**src/rtl/muldiv_seq.sv**
```systemverilog
// muldiv_seq: iterative RV32M multiply/divide sequencer (shift-add / restoring, one bit per cycle).
// Optional macro MULDIV_EARLY_OUT_EN: single-cycle completion for zero-operand multiply/divide.
module muldiv_seq #(
  parameter int unsigned XLEN = 32
) (
  input  logic            clk,
  input  logic            rst_n,
  input  logic            i_req_valid,
  output logic            o_req_ready,
  input  logic [2:0]      i_req_funct3,
  input  logic [XLEN-1:0] i_req_rs1,
  input  logic [XLEN-1:0] i_req_rs2,
  input  logic            i_kill,
  output logic            o_resp_valid,
  input  logic            i_resp_ready,
  output logic [XLEN-1:0] o_resp_data,
  output logic            o_busy
);
  localparam int unsigned CW = $clog2(XLEN) + 1;
  localparam int unsigned AW = 2 * XLEN;
  localparam logic [CW-1:0]   CNT_INIT = CW'(XLEN);
  localparam logic [XLEN-1:0] MIN_NEG  = {1'b1, {(XLEN-1){1'b0}}};

  typedef enum logic [1:0] {S_IDLE, S_CALC, S_FIX, S_DONE} state_t;

  state_t          r_state;
  logic [CW-1:0]   r_cnt;
  logic [2:0]      r_f3;
  logic [XLEN-1:0] r_opnd;
  logic [AW-1:0]   r_acc;
  logic            r_neg_res;
  logic            r_neg_rem;
  logic            r_req_ready;
  logic            r_resp_valid;
  logic            r_busy;
  logic [XLEN-1:0] r_resp_data;

  logic            w_is_div, w_sgn_a, w_sgn_b, w_neg_a, w_neg_b;
  logic [XLEN-1:0] w_abs_a, w_abs_b;
  logic            w_div0, w_ovf, w_special;
  logic [XLEN-1:0] w_special_data;

  // Operand decode and magnitude extraction for the accept cycle
  assign w_is_div = i_req_funct3[2];
  assign w_sgn_a  = w_is_div ? ~i_req_funct3[0] : (i_req_funct3[1:0] != 2'b11);
  assign w_sgn_b  = w_is_div ? ~i_req_funct3[0] : ~i_req_funct3[1];
  assign w_neg_a  = w_sgn_a & i_req_rs1[XLEN-1];
  assign w_neg_b  = w_sgn_b & i_req_rs2[XLEN-1];
  assign w_abs_a  = w_neg_a ? (~i_req_rs1 + XLEN'(1)) : i_req_rs1;
  assign w_abs_b  = w_neg_b ? (~i_req_rs2 + XLEN'(1)) : i_req_rs2;
  assign w_div0   = w_is_div && (i_req_rs2 == '0);
  assign w_ovf    = w_is_div && !i_req_funct3[0] && (i_req_rs1 == MIN_NEG) && (i_req_rs2 == '1);

  // Results known at accept time, bypassing the iteration
  always_comb begin
    w_special      = 1'b0;
    w_special_data = '0;
    if (w_div0) begin
      w_special      = 1'b1;
      w_special_data = i_req_funct3[1] ? i_req_rs1 : '1;
    end else if (w_ovf) begin
      w_special      = 1'b1;
      w_special_data = i_req_funct3[1] ? '0 : MIN_NEG;
    end
`ifdef MULDIV_EARLY_OUT_EN
    else if (w_is_div ? (i_req_rs1 == '0) : ((i_req_rs1 == '0) || (i_req_rs2 == '0))) begin
      w_special      = 1'b1;
      w_special_data = '0;
    end
`else
    else begin
      w_special      = 1'b0;
    end
`endif
  end

  logic [XLEN:0]   w_mul_sum;
  logic [AW-1:0]   w_mul_next;
  logic [XLEN:0]   w_shift, w_diff;
  logic            w_qbit;
  logic [AW-1:0]   w_div_next;

  // Accumulator holds {high/remainder, low/quotient}; low half shifts out the multiplier or dividend
  assign w_mul_sum  = {1'b0, r_acc[AW-1:XLEN]} + {1'b0, (r_acc[0] ? r_opnd : '0)};
  assign w_mul_next = {w_mul_sum, r_acc[XLEN-1:1]};
  assign w_shift    = r_acc[AW-1:XLEN-1];
  assign w_diff     = w_shift - {1'b0, r_opnd};
  assign w_qbit     = ~w_diff[XLEN];
  assign w_div_next = {(w_qbit ? w_diff[XLEN-1:0] : w_shift[XLEN-1:0]), r_acc[XLEN-2:0], w_qbit};

  logic [AW-1:0]   w_prod;
  logic [XLEN-1:0] w_quo, w_rem, w_fix_data;

  // Sign correction and result selection
  always_comb begin
    w_prod = r_neg_res ? (~r_acc + AW'(1)) : r_acc;
    w_quo  = r_neg_res ? (~r_acc[XLEN-1:0] + XLEN'(1)) : r_acc[XLEN-1:0];
    w_rem  = r_neg_rem ? (~r_acc[AW-1:XLEN] + XLEN'(1)) : r_acc[AW-1:XLEN];
    if (r_f3[2]) w_fix_data = r_f3[1] ? w_rem : w_quo;
    else         w_fix_data = (r_f3[1:0] == 2'b00) ? w_prod[XLEN-1:0] : w_prod[AW-1:XLEN];
  end

  always_ff @(posedge clk) begin
    if (!rst_n) begin
      r_state      <= S_IDLE;
      r_cnt        <= '0;
      r_f3         <= '0;
      r_opnd       <= '0;
      r_acc        <= '0;
      r_neg_res    <= 1'b0;
      r_neg_rem    <= 1'b0;
      r_req_ready  <= 1'b1;
      r_resp_valid <= 1'b0;
      r_busy       <= 1'b0;
      r_resp_data  <= '0;
    end else begin
      case (r_state)
        S_IDLE: begin
          if (i_req_valid && !i_kill) begin
            r_f3        <= i_req_funct3;
            r_neg_res   <= w_neg_a ^ w_neg_b;
            r_neg_rem   <= w_neg_a;
            r_req_ready <= 1'b0;
            r_busy      <= 1'b1;
            if (w_special) begin
              r_resp_data  <= w_special_data;
              r_resp_valid <= 1'b1;
              r_state      <= S_DONE;
            end else begin
              r_cnt   <= CNT_INIT;
              r_opnd  <= w_is_div ? w_abs_b : w_abs_a;
              r_acc   <= {XLEN'(0), (w_is_div ? w_abs_a : w_abs_b)};
              r_state <= S_CALC;
            end
          end
        end
        S_CALC: begin
          if (i_kill) begin
            r_state     <= S_IDLE;
            r_req_ready <= 1'b1;
            r_busy      <= 1'b0;
          end else begin
            r_acc <= r_f3[2] ? w_div_next : w_mul_next;
            r_cnt <= r_cnt - CW'(1);
            if (r_cnt == CW'(1)) r_state <= S_FIX;
          end
        end
        S_FIX: begin
          if (i_kill) begin
            r_state     <= S_IDLE;
            r_req_ready <= 1'b1;
            r_busy      <= 1'b0;
          end else begin
            r_resp_data  <= w_fix_data;
            r_resp_valid <= 1'b1;
            r_state      <= S_DONE;
          end
        end
        S_DONE: begin
          // kill takes priority over the response handshake
          if (i_kill || i_resp_ready) begin
            r_state      <= S_IDLE;
            r_req_ready  <= 1'b1;
            r_resp_valid <= 1'b0;
            r_busy       <= 1'b0;
          end
        end
        default: begin
          r_state      <= S_IDLE;
          r_req_ready  <= 1'b1;
          r_resp_valid <= 1'b0;
          r_busy       <= 1'b0;
        end
      endcase
    end
  end

  assign o_req_ready  = r_req_ready;
  assign o_resp_valid = r_resp_valid;
  assign o_resp_data  = r_resp_data;
  assign o_busy       = r_busy;
endmodule
```
**config.mk**
```make
export PLATFORM = sky130hd
export DESIGN_NAME = muldiv_seq
export DESIGN_NICKNAME = d
export VERILOG_FILES = /design/src/rtl/muldiv_seq.sv
export SDC_FILE = /design/constraint.sdc
export NUM_CORES = 1
export LEC_CHECK = 0
export ABC_AREA = 1
export ABC_CLOCK_PERIOD_IN_PS = 3600
export CAP_MARGIN = 20
export CELL_PAD_IN_SITES_DETAIL_PLACEMENT = 2
export CELL_PAD_IN_SITES_GLOBAL_PLACEMENT = 2
export CORE_MARGIN = 5
export CORE_UTILIZATION = 32
export CTS_BUF_LIST = sky130_fd_sc_hd__clkbuf_2 sky130_fd_sc_hd__clkbuf_4 sky130_fd_sc_hd__clkbuf_8
export DETAILED_ROUTE_END_ITERATION = 16
export PLACE_DENSITY = 0.9
export REMOVE_ABC_BUFFERS = 1
export SYNTH_ARGS = -nofsm -noshare
export SYNTH_HDL_FRONTEND = slang
export SYNTH_SLANG_ARGS = --single-unit
```
**constraint.sdc**
```tcl
create_clock -name clk -period 3.6 [get_ports clk]
set_input_delay 0.54 -clock clk [delete_from_list [all_inputs] [get_ports clk]]
set_output_delay 0.54 -clock clk [all_outputs]
set_load 0.005 [all_outputs]
```
==> results.sh <==
export IMPL_criticalPathCategory="flip-flop to flip-flop"
export IMPL_leakagePower_nw=10.7
export IMPL_cp_required_ns=4.08
export IMPL_reg2regPathDepth=16
export IMPL_cts_buffers_inserted=17
export IMPL_min_path_type="input pin to flip-flop"
export IMPL_post_cts_buffers=0
export IMPL_root_buffer="clkbuf_8"
export IMPL_drt_wirelength_per_cell_um=29.1
export IMPL_fin_crit_ns=3.47
export IMPL_fin_util=0.365
export IMPL_wl_um=131000
export IMPL_synth_top_flop_cell="dfxtp_1"
export IMPL_port_buffers=106
export IMPL_vias_per_cell=6.07
export IMPL_fin_crit_sh=0.964
export IMPL_insertion_delay_ns=0.63
export IMPL_synthCells=3630
export IMPL_dieArea_um2=63800
export IMPL_drive_above_1_share=0.0494
export IMPL_core_um2=58700
export IMPL_timing_critical_path_to_type="flip-flop"
export IMPL_tritoncts="built"
export IMPL_htree_levels=4
export IMPL_grt_max_degree=99
export IMPL_grt_pass1_vias=29363
export IMPL_synth_edf_count=0
export IMPL_worstMarginPinSlew_ns=1.06
export IMPL_fp_dieH_um=253
export IMPL_final_hold_viol_count=0
export IMPL_ys_seq_area_frac=0.153
export IMPL_place_hpwl_um=100000
export IMPL_cts_buffer_depth=2
export IMPL_area_delta_synth_final_pct=13.8
export IMPL_skew_ns=0.0591
export IMPL_drv_slew=0
export IMPL_ant_nets=0
export IMPL_mappedNetlistArea_um2=18800
export IMPL_drt_iter0_drc=2635
export IMPL_path_clk_slew_ns=0.15
export IMPL_whs_ns=0.309
export IMPL_vias=27327
export IMPL_synth_cell_types=49
export IMPL_cp_arrival_ns=3.95
export IMPL_cp_max_fo=21
export IMPL_antenna_found_initial=12
export IMPL_ios=107
export IMPL_min_from="rst_n"
export IMPL_power_density_nw_per_um2=664
export IMPL_drtPass1Iterations=6
export IMPL_max_freq_mhz=288
export IMPL_yosys_warnings=0
export IMPL_start_kind="flip-flop"
export IMPL_rsz0062_at_grt="no"
export IMPL_synth_seq_cells=144
export IMPL_rr_endpoint="o_resp_data[8]"
export IMPL_grt_pass1_wl_um=192000
export IMPL_ff2ff_setup_slack_ns=0.13
export IMPL_hold_buffers=0
export IMPL_chipWidth_um=253
export IMPL_routabilityCongestion=1.02
export IMPL_maxCapViolCount=0
export IMPL_holdPathEnd="o_busy"
export IMPL_synth_async_reset_ratio=0
export IMPL_worstReg2RegStart="r_acc[0]"
export IMPL_fp_row_count=89
export IMPL_avgSynthCellArea_um2=5.19
export IMPL_grt_use_total=0.396
export IMPL_status="finished clean"
export IMPL_drc_errors=0
export IMPL_fin_nets=3863
export IMPL_relSlewSlack=0.292
export IMPL_finalSetupViolations=0
export IMPL_cts_sinks=144
export IMPL_initial_utilization=0.321
export IMPL_setup_tns_ns=0
export IMPL_cts_resized=0
export IMPL_whs_path_depth=3
export IMPL_peakVddDrop_mv=0.370
export IMPL_grt_overflow=0
## cells in the final DEF (no fill, tap or decap), types with 6 or more instances in the layout
cell / count
o211ai_1: 12
dfxtp_1: 142
clkbuf_8: 17
xor2_1: 72
a21oi_2: 14
nand4_1: 46
and2_1: 8
nand3_1: 300
inv_2: 11
nor3_1: 29
nor2_1: 494
inv_8: 6
or2_2: 9
a21oi_1: 250
xnor2_1: 17
o21bai_1: 9
nand3b_1: 8
o21ai_0: 235
a31oi_1: 20
clkdlybuf4s50_1: 104
o21ai_1: 26
inv_1: 490
nand2_1: 1175
ha_1: 76
buf_4: 89
## cell usage after synthesis, drive strengths merged, types with 17 or more instances
master	n	area, um2
nand2	1179	4440
nor2	503	1940
inv	501	1880
nand3	305	1550
a21oi	264	1370
o21ai	261	1310
dfxtp	144	2880
clkbuf	76	285
ha	76	951
xor2	72	631
buf	59	304
nand4	47	309
nor3	30	155
a31oi	20	125
xnor2	17	149
## state kept, by name, indices dropped and copies added, names as in the netlist, 2 cells and up
signal and flops:
o_resp_data 32, r_cnt 6, r_state 2, r_acc 64, r_f3 3, r_opnd 32
## through the flow
stage	setup slack (ns)	std cells	power, mW	cell area, um2
finish	0.129	4504	14.2	21400
global route	0.0405	4501	14.7	21400
CTS	0.202	4498	13.7	21400
detailed placement	-0.00669	4466	11.9	21000
global placement	0.276	4466	11.1	21000
floorplan	-1.15	3495	7.70	18300
## cells by family (layout without fill, tap and decap cells)
| kind of cell | Yosys count | count (layout) | share of synthesized area |
|---|---|---|---|
| xor gates and xnor gates | 89 | 89 | 0.0414 |
| buffers and inverters | 638 | 734 | 0.131 |
| DFF | 144 | 144 | 0.153 |
| other | 0 | 5 | 0 |
| adders and majority gates | 78 | 78 | 0.0526 |
| muxes | 1 | 1 | 0.000598 |
| AOI/OAI and AO/OA | 582 | 582 | 0.163 |
| and+or+nand+nor | 2098 | 2098 | 0.458 |
## worst max-delay path: stages (launching register included)
cell,delay (ns)
dfxtp_1,0.41
buf_4,0.34
inv_2,0.14
ha_1,0.27
nand2_1,0.19
nor2_1,0.10
nand2_1,0.21
nor2_1,0.08
nand2_1,0.09
nand2_1,0.29
nand2_1,0.20
nand2_1,0.07
nand3_1,0.09
nand2_1,0.07
nand3_1,0.26
nand2_1,0.14
a21oi_1,0.41
## metal layers
layer / wire (um) / vias to the layer above / GRT usage
met2: 58100 / 1631 / 0.639
met5: 88 / - / 0
met1: 49200 / 13381 / 0.455
met4: 12800 / 14 / 0.303
met3: 10900 / 645 / 0.0914
li1: - / 11656 / -
## power breakdown
group          switching (mW)  internal, mW
clock network            1.01         0.524
registers               0.610          1.93
logic                    7.57          2.60
total                    9.19          5.06
## final cells by class
cell class                      instances  area [um2]
Timing Repair Buffer                  199        1800
Clock buffer                           17         234
Multi-Input combinational cell       2848       13500
Inverter                              503        1890
Tap cell                              773         967
Fill cell                            7645       37200
Clock inverter                         15         159
Sequential cell                       144        2890
Antenna cell                            5        12.5
## worst max-delay path by stage
stage	startpoint	end	slack (ns)
3_3_place_gp	i_req_rs2[4]	r_acc[44]	0.28
4_1_cts	r_opnd[0]	r_acc[55]	0.20
6_report	r_acc[0]	o_resp_data[8]	0.13
3_5_place_dp	i_req_rs1[1]	r_acc[36]	-0.007
5_1_grt	r_opnd[15]	r_acc[36]	0.04
2_1_floorplan	r_f3[2]	o_resp_data[28]	-1.15
Power figures use the tool's default switching activity.
